===== src/rtl/parking_spot_manager.sv =====
// Parking occupancy writer: allocates the lowest free spot on entry, releases spots on exit, times the barriers.
// Optional PARKING_STATS_EN adds saturating total_entries / total_rejects counters.
module parking_spot_manager #(
  parameter int unsigned NUM_SPOTS   = 8,
  parameter int unsigned ID_W        = 3,
  parameter int unsigned GATE_CYCLES = 4
) (
  input  logic                 clk,
  input  logic                 rst_n,
  input  logic                 entry_req,
  input  logic                 exit_req,
  input  logic [ID_W-1:0]      exit_spot,
  output logic                 entry_ack,
  output logic [ID_W-1:0]      entry_spot,
  output logic                 entry_full,
  output logic                 exit_ack,
  output logic                 exit_err,
  output logic                 gate_in_open,
  output logic                 gate_out_open,
  output logic [NUM_SPOTS-1:0] occupancy,
  output logic [ID_W:0]        parked_cnt
`ifdef PARKING_STATS_EN
  ,
  output logic [15:0]          total_entries,
  output logic [15:0]          total_rejects
`endif
);

  localparam int unsigned CNT_W = (GATE_CYCLES > 1) ? $clog2(GATE_CYCLES) : 1;

  typedef enum logic [2:0] {
    IDLE      = 3'd0,
    ENTRY_CHK = 3'd1,
    EXIT_CHK  = 3'd2,
    GATE_IN   = 3'd3,
    GATE_OUT  = 3'd4
  } state_t;

  state_t               state, state_nxt;
  logic [CNT_W-1:0]     gate_cnt, gate_cnt_d;
  logic [NUM_SPOTS-1:0] occ_d;
  logic [ID_W-1:0]      entry_spot_d, free_idx;
  logic [ID_W:0]        parked_cnt_d;
  logic                 entry_ack_d, entry_full_d, exit_ack_d, exit_err_d;
  logic                 gate_in_d, gate_out_d;
  logic                 lot_full, exit_valid;

  // Lowest-index free spot: scanning downward lets the lowest index win
  always_comb begin
    free_idx = '0;
    for (int i = NUM_SPOTS - 1; i >= 0; i--) begin
      if (!occupancy[i]) free_idx = ID_W'(i);
    end
  end

  assign lot_full   = &occupancy;
  assign exit_valid = ({1'b0, exit_spot} < (ID_W+1)'(NUM_SPOTS)) && occupancy[exit_spot];

  // State register
  always_ff @(posedge clk or negedge rst_n) begin
    if (!rst_n) state <= IDLE;
    else        state <= state_nxt;
  end

  // Next-state logic; exit wins over a simultaneous entry
  always_comb begin
    state_nxt = state;
    case (state)
      IDLE: begin
        if (exit_req)       state_nxt = EXIT_CHK;
        else if (entry_req) state_nxt = ENTRY_CHK;
      end
      ENTRY_CHK: state_nxt = lot_full ? IDLE : GATE_IN;
      EXIT_CHK:  state_nxt = exit_valid ? GATE_OUT : IDLE;
      GATE_IN:   if (gate_cnt == '0) state_nxt = IDLE;
      GATE_OUT:  if (gate_cnt == '0) state_nxt = IDLE;
      default:   state_nxt = IDLE;
    endcase
  end

  // Output logic: next values of every registered output
  always_comb begin
    occ_d        = occupancy;
    entry_spot_d = entry_spot;
    gate_cnt_d   = gate_cnt;
    entry_ack_d  = 1'b0;
    entry_full_d = 1'b0;
    exit_ack_d   = 1'b0;
    exit_err_d   = 1'b0;
    gate_in_d    = 1'b0;
    gate_out_d   = 1'b0;
    case (state)
      ENTRY_CHK: begin
        if (!lot_full) begin
          occ_d[free_idx] = 1'b1;
          entry_spot_d    = free_idx;
          entry_ack_d     = 1'b1;
          gate_in_d       = 1'b1;
          gate_cnt_d      = CNT_W'(GATE_CYCLES - 1);
        end else begin
          entry_full_d = 1'b1;
        end
      end
      EXIT_CHK: begin
        if (exit_valid) begin
          occ_d[exit_spot] = 1'b0;
          exit_ack_d       = 1'b1;
          gate_out_d       = 1'b1;
          gate_cnt_d       = CNT_W'(GATE_CYCLES - 1);
        end else begin
          exit_err_d = 1'b1;
        end
      end
      GATE_IN: begin
        if (gate_cnt != '0) begin
          gate_cnt_d = gate_cnt - 1'b1;
          gate_in_d  = 1'b1;
        end
      end
      GATE_OUT: begin
        if (gate_cnt != '0) begin
          gate_cnt_d = gate_cnt - 1'b1;
          gate_out_d = 1'b1;
        end
      end
      default: ;
    endcase
  end

  // Parked count follows the next occupancy so both update on the same edge
  always_comb begin
    parked_cnt_d = '0;
    for (int i = 0; i < NUM_SPOTS; i++) begin
      parked_cnt_d = parked_cnt_d + (ID_W+1)'(occ_d[i]);
    end
  end

  always_ff @(posedge clk or negedge rst_n) begin
    if (!rst_n) begin
      occupancy     <= '0;
      parked_cnt    <= '0;
      entry_spot    <= '0;
      gate_cnt      <= '0;
      entry_ack     <= 1'b0;
      entry_full    <= 1'b0;
      exit_ack      <= 1'b0;
      exit_err      <= 1'b0;
      gate_in_open  <= 1'b0;
      gate_out_open <= 1'b0;
    end else begin
      occupancy     <= occ_d;
      parked_cnt    <= parked_cnt_d;
      entry_spot    <= entry_spot_d;
      gate_cnt      <= gate_cnt_d;
      entry_ack     <= entry_ack_d;
      entry_full    <= entry_full_d;
      exit_ack      <= exit_ack_d;
      exit_err      <= exit_err_d;
      gate_in_open  <= gate_in_d;
      gate_out_open <= gate_out_d;
    end
  end

`ifdef PARKING_STATS_EN
  // Saturating usage statistics
  always_ff @(posedge clk or negedge rst_n) begin
    if (!rst_n) begin
      total_entries <= '0;
      total_rejects <= '0;
    end else begin
      if (entry_ack_d && (total_entries != 16'hFFFF))
        total_entries <= total_entries + 16'd1;
      if ((entry_full_d || exit_err_d) && (total_rejects != 16'hFFFF))
        total_rejects <= total_rejects + 16'd1;
    end
  end
`endif

endmodule


===== config.mk =====
export PLATFORM = sky130hd
export DESIGN_NAME = parking_spot_manager
export DESIGN_NICKNAME = d
export VERILOG_FILES = /design/src/rtl/parking_spot_manager.sv
export SDC_FILE = /design/constraint.sdc
export NUM_CORES = 1
export LEC_CHECK = 0
export ABC_AREA = 0
export CORE_AREA = 3 3 60 62
export DETAILED_ROUTE_END_ITERATION = 8
export DIE_AREA = 0 0 63 65
export PLACE_DENSITY = 0.72
export SKIP_CTS_REPAIR_TIMING = 1
export SYNTH_ARGS = -nofsm -noshare
export SYNTH_HDL_FRONTEND = slang
export SYNTH_SLANG_ARGS = --single-unit

===== constraint.sdc =====
create_clock -name clk -period 3.38 [get_ports clk]
set_clock_uncertainty 0.05 [all_clocks]
set_input_delay 0.338 -clock clk [delete_from_list [all_inputs] [get_ports clk]]
set_output_delay 0.338 -clock clk [all_outputs]
set_load 0.01 [all_outputs]

==> results of run 1 <==
==> cells in the mapped netlist, types with 4 or more instances <==
cell	instances	share of area (%)
inv_1	13	3.5
a21oi_1	11	4.0
nor3_1	4	1.4
a21o_1	4	2.2
mux2i_1	4	2.9
dfrtp_1	26	47
fa_1	4	5.8
nand2_1	8	2.2
ha_1	4	3.6
nor2_1	8	2.2
nand3_1	4	1.4
nand2b_1	4	1.8
==> sequential cells by signal (all words and copies together) (netlist names) <==
signal / count
occupancy: 8
parked_cnt: 4
entry_spot: 3
state: 3
gate_cnt: 2
entry_ack: 1
entry_full: 1
exit_ack: 1
exit_err: 1
gate_in_open: 1
gate_out_open: 1
==> routing by layer <==
metal / track usage [%] / share of wire [%]
met5: 0 / 0
met3: 1.91 / 4.6
met2: 34.1 / 52
met4: 5.51 / 1.7
met1: 23.1 / 42
==> worst paths after layout <==
kind	from	endpoint	slack [ps]
setup / recovery	occupancy[5]	parked_cnt[1]	-260
hold / removal	state[2]	state[0]	470
setup reg to reg	occupancy[5]	parked_cnt[1]	-260
hold reg to reg	state[2]	state[0]	470
max in group asynchronous	rst_n	state[2]	1990
min in group asynchronous	rst_n	entry_ack	550
==> cell families (layout without fill, tap and decap cells) <==
kind of cell,after synthesis,in the layout,synth area share (%)
xor gates and xnor gates,1,1,0.632
DFF,26,26,47.0
muxes,4,4,2.89
and+or+nand+nor,42,42,16.5
AOI/OAI and AO/OA,36,36,18.3
adders and majority gates,8,8,9.40
buffers and inverters,18,79,5.24
==> area by class of cell <==
| cell class | count | area share, % |
|---|---|---|
| Clock buffer | 3 | 1.09 |
| Multi-Input combinational cell | 91 | 34.5 |
| Timing Repair Buffer | 62 | 26.2 |
| Clock inverter | 1 | 1.46 |
| Inverter | 13 | 2.37 |
| Sequential cell | 26 | 31.7 |
| Tap cell | 44 | 2.67 |
==> where the power goes <==
part           switching (W)  leakage (nW)  internal, W
combinational       0.000881         0.644     0.000913
sequential         0.0000712         0.308     0.000469
clock              0.0000934        0.0279     0.000120
total                0.00105         0.980      0.00150
==> per-stage QoR <==
step | TNS (ps) | util [%] | cell area, µm² | hold slack (ps)
2_1_floorplan | -595 | - | 1400 | -7.59
3_3_place_gp | -2740 | 62.8 | 1930 | 450
3_5_place_dp | -2900 | 62.8 | 1930 | 451
4_1_cts | -1520 | 64.5 | 1980 | 484
5_1_grt | -821 | 66.9 | 2060 | 491
6_report | -510 | 66.9 | 2060 | 471
==> results.ini, run 1 <==
[synth]
syn_area_per_cell_um2 = 10.3
synth_edf_count = 0
ys.warnings.count = 0
synthArstFlopShare_pct = 100
syn_nets = 150
synthCells = 135
ys_ff_latch = 26
syn_area_mm2 = 0.00139
seq_area_frac_synth_pct = 47.0
ys_types = 38
dominantRegCellSynth = dfrtp_1

[detailed_routing]
wl_per_cell_um = 14.8
routed_wl_um = 3560
ant_nets = 0
dr_total_vias = 1267
drc = 0
dr.pass1.iters = 5
via_per_inst = 5.28
drtIter0Drc = 69

[timing]
fin_crit_sh_pct = 108
relSlewSlack_pct = 24.6
setup_viol = 2
grt_setup_unrepaired = yes
tightest_slew_ps = 1130
fmax_mhz = 275
fin_ws_ps = -255
hold_viol = 0
fin_crit_ps = 3640
final-max-slew-violation-count = 0

[setup_path]
slowest_stage = fa_2
crit_arrival_ps = 3820
path_max_fanout = 3
path_cells = mux2i_1 -> o22ai_2 -> o21ai_2 -> inv_2 -> nand2_2 -> o22ai_2 -> fa_1 -> fa_1 -> inv_2 -> fa_2 -> ha_4 -> inv_2 -> fa_1 -> inv_1
max_stage_delay_ps = 550
crit_type = flop to flop
r2r_cells = 14
worst_setup_path_end_kind = flop
cp_num_cells = 14
startpoint_type = flop
critPathRequiredTime_ps = 3560
cp.buffers_inverters = 4
cp_top_family = adder cells

[floorplan]
dieWidth_um = 63
start_util_pct = 45.0
ioPinCount = 28
rows = 20
die_h_um = 65
die_area_mm2 = 0.00410
core_mm2 = 0.00308

[clock_network]
cts_num_sinks = 26
numCtsBuffers = 3
cts-root-buf = clkbuf_4
clk_pin_slew_ps = 140
cts_tree = built
insertion_delay_ps = 320
htreeDepth = 1
cts_buffer_depth = 2

[layout]
nets = 212
final_cell_mix = 35 x buf_4, 25 x dfrtp_1, 24 x clkdlybuf4s50_1
drive_gt1_share_pct = 29.6
multiInputGateArea_um2 = 711
syn2layout_area_growth_pct = 48.7
seqCellArea_um2 = 652
stdcell_count = 240
layout_commonest_cell = buf_4
diodes = 0
fillers = 253

[place]
hpwl_um = 2710
place_congestion = 0.965
place_inst = 233
io_buffers = 27
place_ws_ps = -924

[power]
power_density_mw_per_mm2 = 1240
p_total_w = 0.00255
p_leak_nw = 0.980
max-vdd-ir-drop_mv = 1.07

[run_status]
outcome = complete, but fails checks
violations = negative setup slack

[job]
maxCapViolations = 0

[grt]
gr-total-overflow = 0
antenna_found_initial = 0
grt_pass1_wl_um = 6060
first_global_vias = 1305
grt_max_degree = 27
track_usage_pct = 18.7

[min_path]
hold_path.class = flop to flop
hold_depth = 1

(Power assumes the default switching activity.)
==> inputs of run 2 (changes only) <==
--- a/config.mk
+++ b/config.mk
@@ -6,10 +6,11 @@
 export NUM_CORES = 1
 export LEC_CHECK = 0
 export ABC_AREA = 0
-export CORE_AREA = 3 3 60 62
+export CORE_AREA = 3 3 59 61
+export CTS_BUF_LIST = sky130_fd_sc_hd__clkbuf_2
 export DETAILED_ROUTE_END_ITERATION = 8
-export DIE_AREA = 0 0 63 65
-export PLACE_DENSITY = 0.72
+export DIE_AREA = 0 0 62 64
+export PLACE_DENSITY = 0.74
 export SKIP_CTS_REPAIR_TIMING = 1
 export SYNTH_ARGS = -nofsm -noshare
 export SYNTH_HDL_FRONTEND = slang
==> results.ini, run 2 (synthesis results as in run 1) <==
[timing]
fmax_mhz = 268  ; -2.4%
relSlewSlack_pct = 63.8  ; +39 points
hold_viol = 0  ; unchanged
tightest_slew_ps = 537  ; -589 ps
setup_viol = 2  ; unchanged
grt_setup_unrepaired = yes
final-max-slew-violation-count = 0  ; unchanged
fin_crit_ps = 3730  ; +91.1 ps
fin_crit_sh_pct = 110  ; +2.7 points
fin_setup_tns_ps = -611  ; -101 ps
fin_ws_ps = -346  ; -91.1 ps

[place]
hpwl_um = 2800  ; +3.4%
io_buffers = 27  ; unchanged
place_ws_ps = -856  ; +67.7 ps
place_congestion = 0.945  ; -2.1%

[clock_network]
cts_buffer_depth = 2  ; unchanged
htreeDepth = 1  ; unchanged
numCtsBuffers = 3  ; unchanged
cts_num_sinks = 26  ; unchanged
cts_tree = built
cts-root-buf = clkbuf_2
clk_pin_slew_ps = 260  ; +120 ps
insertion_delay_ps = 370  ; +50 ps

[grt]
gr-total-overflow = 0  ; unchanged
grt_pass1_wl_um = 6030  ; -0.46%
grtUsageMet3_pct = 3.84  ; +1.9 points
first_global_vias = 1325  ; +1.5%
grt_most_used_layer = met2
track_usage_pct = 20.4  ; +1.7 points
grt_max_degree = 27  ; unchanged
antenna_found_initial = 0  ; unchanged
use_met1_pct = 25.5  ; +2.4 points
gr-usage-met2_pct = 34.5  ; +0.33 points

[setup_path]
path_max_fanout = 4  ; +1
path_cells = clkdlybuf4s50_1 -> or2_1 -> o22ai_2 -> o21ai_2 -> inv_2 -> nand2_4 -> o22ai_2 -> fa_1 -> fa_1 -> inv_2 -> fa_1 -> ha_2 -> inv_2 -> fa_2 -> inv_1
max_stage_delay_ps = 510  ; -40 ps
slowest_stage = fa_2
worst_setup_path_end_kind = flop
crit_arrival_ps = 3970  ; +150 ps
crit_type = input port to flop
startpoint_type = input port
critPathRequiredTime_ps = 3620  ; +60 ps

[layout]
largest_reg_flops = 8  ; unchanged
fin_util_pct = 66.6  ; -0.34 points
diodes = 0  ; unchanged
fillers = 268  ; +5.9%
reg_top3 = occupancy x8, parked_cnt x4
layout_commonest_cell = buf_4
regMostFlops = occupancy
syn2layout_area_growth_pct = 45.5
drive_gt1_share_pct = 27.5  ; -2.1 points
final_cell_mix = 32 x buf_4, 25 x dfrtp_1, 25 x clkdlybuf4s50_1
nets = 209  ; -1.4%

[floorplan]
core_mm2 = 0.00303  ; -1.6%
ioPinCount = 28  ; unchanged
start_util_pct = 45.7  ; +0.74 points
rows = 20  ; unchanged
die_area_mm2 = 0.00397  ; -3.1%
die_h_um = 64  ; -1.5%
dieWidth_um = 62  ; -1.6%

[min_path]
hold_path.class = input port to asynchronous set/reset pin

[detailed_routing]
ant_nets = 0  ; unchanged
drtIter0Drc = 55  ; -20%
dr.pass1.iters = 4  ; -1
drc = 0  ; unchanged
wl_per_cell_um = 15.3  ; +3.0%
via_per_inst = 5.25  ; -0.49%
routed_wl_um = 3620  ; +1.7%
dr_total_vias = 1245  ; -1.7%

[power]
p_leak_nw = 0.955  ; -2.6%
power_density_mw_per_mm2 = 1200  ; -3.4%
max-vdd-ir-drop_mv = 1.29  ; +21%

[run_status]
outcome = complete, but fails checks
violations = negative setup slack

[job]
maxCapViolations = 0  ; unchanged

run 2: cell count changes in the layout (fill, tap and decap cells not counted), sizes merged:
cell	delta
buf	-3
clkdlybuf4s50	+1
dlymetal6s2s	-1
run 2: worst paths after layout:
check                              from             to  slack [ps]  depth (start not counted)
min                               rst_n       state[0]         240                          2
max reg2reg                occupancy[1]  parked_cnt[1]        -290                         14
min reg2reg                    state[2]       state[0]         450                          1
max in group asynchronous         rst_n       state[2]        2760                          2
min in group clk           exit_spot[2]   occupancy[0]         410                          4
max                        exit_spot[1]  parked_cnt[1]        -350                         15
run 2: layout make-up:
class | instances | area (µm²) | share of cell area, %
Multi-Input combinational cell | 91 | 699 | 34.7
Inverter | 13 | 48.8 | 2.42
Timing Repair Buffer | 59 | 515 | 25.6
Sequential cell | 26 | 652 | 32.3
Tap cell | 44 | 55.1 | 2.73
Clock inverter | 1 | 30.0 | 1.49
Clock buffer | 3 | 15.0 | 0.745
run 2: per-stage QoR:
step	hold WS (ps)	std cells	cell area, µm²	power (W)
floorplan	-7.59	135	1400	0.00148
global placement	460	232	1920	0.00206
detailed placement	473	232	1920	0.00213
CTS	249	236	1970	0.00235
global route	236	237	2020	0.00266
finish	240	237	2020	0.00241
run 2: report_power, final:
group          total, W  switching, W  internal (W)
clock          0.000198     0.0000964      0.000102
sequential     0.000543     0.0000746      0.000469
combinational   0.00167      0.000837      0.000832
run 2: layer usage:
| layer | share of wire [%] | wire (µm) |
|---|---|---|
| met3 | 4.3 | 157 |
| met2 | 54 | 1950 |
| met4 | 1.5 | 56 |
| met1 | 40 | 1450 |
| met5 | 0 | 0 |
run 2: worst max-delay path: cells and delay by family:
| family | cells | cell delay [ps] |
|---|---|---|
| AO/OA/AOI/OAI | 3 | 490 |
| AND/OR/NAND/NOR | 2 | 330 |
| adder cells (fa/ha/maj) | 5 | 2140 |
| buffers and inverters | 5 | 660 |
==> inputs of run 3 (changes only) <==
--- a/config.mk
+++ b/config.mk
@@ -8,8 +8,10 @@
 export ABC_AREA = 0
 export CORE_AREA = 3 3 59 61
 export CTS_BUF_LIST = sky130_fd_sc_hd__clkbuf_2
+export CTS_CLUSTER_DIAMETER = 80
 export DETAILED_ROUTE_END_ITERATION = 8
 export DIE_AREA = 0 0 62 64
+export GPL_TIMING_DRIVEN = 0
 export PLACE_DENSITY = 0.74
 export SKIP_CTS_REPAIR_TIMING = 1
 export SYNTH_ARGS = -nofsm -noshare
==> results.ini, run 3 (synthesis results as in run 1) <==
[run_status]
outcome = complete, but fails checks
violations = negative setup slack

[job]
maxCapViolations = 0  ; unchanged

[detailed_routing]
drtIter0Drc = 93  ; +69%
dr_total_vias = 1181  ; -5.1%
drc = 0  ; unchanged
wl_per_cell_um = 15.6  ; +2.1%
via_per_inst = 5.42  ; +3.1%
ant_nets = 0  ; unchanged
dr.pass1.iters = 5  ; +1
routed_wl_um = 3400  ; -6.1%

[clock_network]
cts-root-buf = clkbuf_2
insertion_delay_ps = 370  ; about the same
numCtsBuffers = 3  ; unchanged
cts_num_sinks = 26  ; unchanged
cts_buffer_depth = 2  ; unchanged
cts_tree = built
clk_pin_slew_ps = 250  ; about the same
htreeDepth = 1  ; unchanged

[timing]
fin_crit_sh_pct = 111  ; +1.1 points
final-max-slew-violation-count = 0  ; unchanged
fin_crit_ps = 3760  ; +35.9 ps
grt_setup_unrepaired = yes
fmax_mhz = 266  ; -0.95%
fin_ws_ps = -382  ; -35.9 ps
tightest_slew_ps = 1140  ; +598 ps
setup_viol = 3  ; +1
hold_viol = 0  ; unchanged
relSlewSlack_pct = 24.1  ; -40 points

[layout]
finalInstanceArea_mm2 = 0.00193  ; -4.2%
syn2layout_area_growth_pct = 39.5
nets = 190  ; -9.1%
final_cell_mix = 24 x clkdlybuf4s50_1, 18 x dfrtp_1, 13 x buf_4
drive_gt1_share_pct = 26.4  ; -1.0 points
layout_commonest_cell = clkdlybuf4s50_1
stdcell_count = 218  ; -8.0%
diodes = 0  ; unchanged
fin_util_pct = 63.8  ; -2.8 points
regMostFlops = occupancy
largest_reg_flops = 8  ; unchanged
reg_top3 = occupancy x8, parked_cnt x4

[grt]
grt_max_degree = 27  ; unchanged
grt_pass1_wl_um = 5390  ; -11%
first_global_vias = 1181  ; -11%
track_usage_pct = 18.2  ; -2.2 points
gr-total-overflow = 0  ; unchanged
antenna_found_initial = 0  ; unchanged

[power]
p_total_w = 0.00231  ; -4.1%
power_density_mw_per_mm2 = 1200  ; about the same
max-vdd-ir-drop_mv = 1.05  ; -18%
p_leak_nw = 0.871  ; -8.8%

[setup_path]
path_common_cell = fa_1
path_max_fanout = 8  ; +4
path_cells = clkbuf_8 -> mux2i_4 -> o22ai_4 -> o21ai_4 -> nor2_2 -> a21o_1 -> fa_1 -> fa_1 -> inv_1 -> fa_1 -> ha_2 -> inv_1 -> fa_1 -> inv_1
cp_top_family = adder cells
crit_arrival_ps = 4020  ; +50 ps
crit_type = flop to flop
cp.buffers_inverters = 4  ; -1
max_stage_delay_ps = 500  ; about the same
worst_setup_path_end_kind = flop
slowest_stage = fa_1
startpoint_type = flop
critPathRequiredTime_ps = 3640  ; +20 ps

[floorplan]
rows = 20  ; unchanged
ioPinCount = 28  ; unchanged
die_area_mm2 = 0.00397  ; unchanged
dieWidth_um = 62  ; unchanged
die_h_um = 64  ; unchanged
start_util_pct = 45.7  ; unchanged
core_mm2 = 0.00303  ; unchanged

[place]
hpwl_um = 2370  ; -15%
io_buffers = 26  ; -3.7%
place_congestion = 0.904  ; -4.3%
place_inst = 205  ; -12%
dpl-instance-area_mm2 = 0.00172  ; -11%

[min_path]
hold_path.class = input port to flop

-- run 3: path summary, 6_finish.rpt --
| check | end | startpoint | cells after the start | slack [ps] |
|---|---|---|---|---|
| max | parked_cnt[1] | occupancy[1] | 14 | -380 |
| min | occupancy[7] | exit_spot[0] | 2 | 270 |
| max reg2reg | parked_cnt[1] | occupancy[1] | 14 | -380 |
| min reg2reg | gate_cnt[0] | gate_cnt[0] | 2 | 510 |
| max in group asynchronous | occupancy[0] | rst_n | 1 | 2060 |
| min in group asynchronous | gate_out_open | rst_n | 1 | 470 |
-- run 3: final cells by class --
class                           instances  area, µm²
Multi-Input combinational cell         91        746
Tap cell                               44       55.1
Buffer                                  3       28.8
Sequential cell                        26        661
Clock inverter                          1       30.0
Clock buffer                            3       15.0
Timing Repair Buffer                   37        348
Fill cell                             246       1100
Inverter                               13       48.8
-- run 3: worst reg2reg max path: stages, from the launching register on --
cell	delay, ps
dfrtp_1	440
clkbuf_8	170
mux2i_4	160
o22ai_4	100
o21ai_4	220
nor2_2	100
a21o_1	190
fa_1	490
fa_1	490
inv_1	50
fa_1	500
ha_2	180
inv_1	50
fa_1	480
inv_1	40
-- run 3: routing by layer --
metal,track usage [%],wire length [µm]
met4,7.96,65
met2,28.9,1790
met1,23.8,1400
met5,0,0
met3,2.83,140
-- run 3: metrics by stage --
| step | hold slack (ps) | setup slack (ps) | TNS [ps] |
|---|---|---|---|
| 3_5_place_dp | 467 | -1000 | -3170 |
| 3_3_place_gp | 454 | -967 | -3020 |
| 6_report | 272 | -382 | -828 |
| 4_1_cts | 211 | -556 | -1390 |
| 5_1_grt | 265 | -485 | -1140 |
| 2_1_floorplan | -7.59 | -298 | -595 |
-- run 3: power by group --
group,switching (W),internal [W],leakage [nW]
clock,0.0000992,0.000102,0.0266
sequential,0.000143,0.000476,0.302
combinational,0.000737,0.000754,0.541
total,0.000980,0.00133,0.871
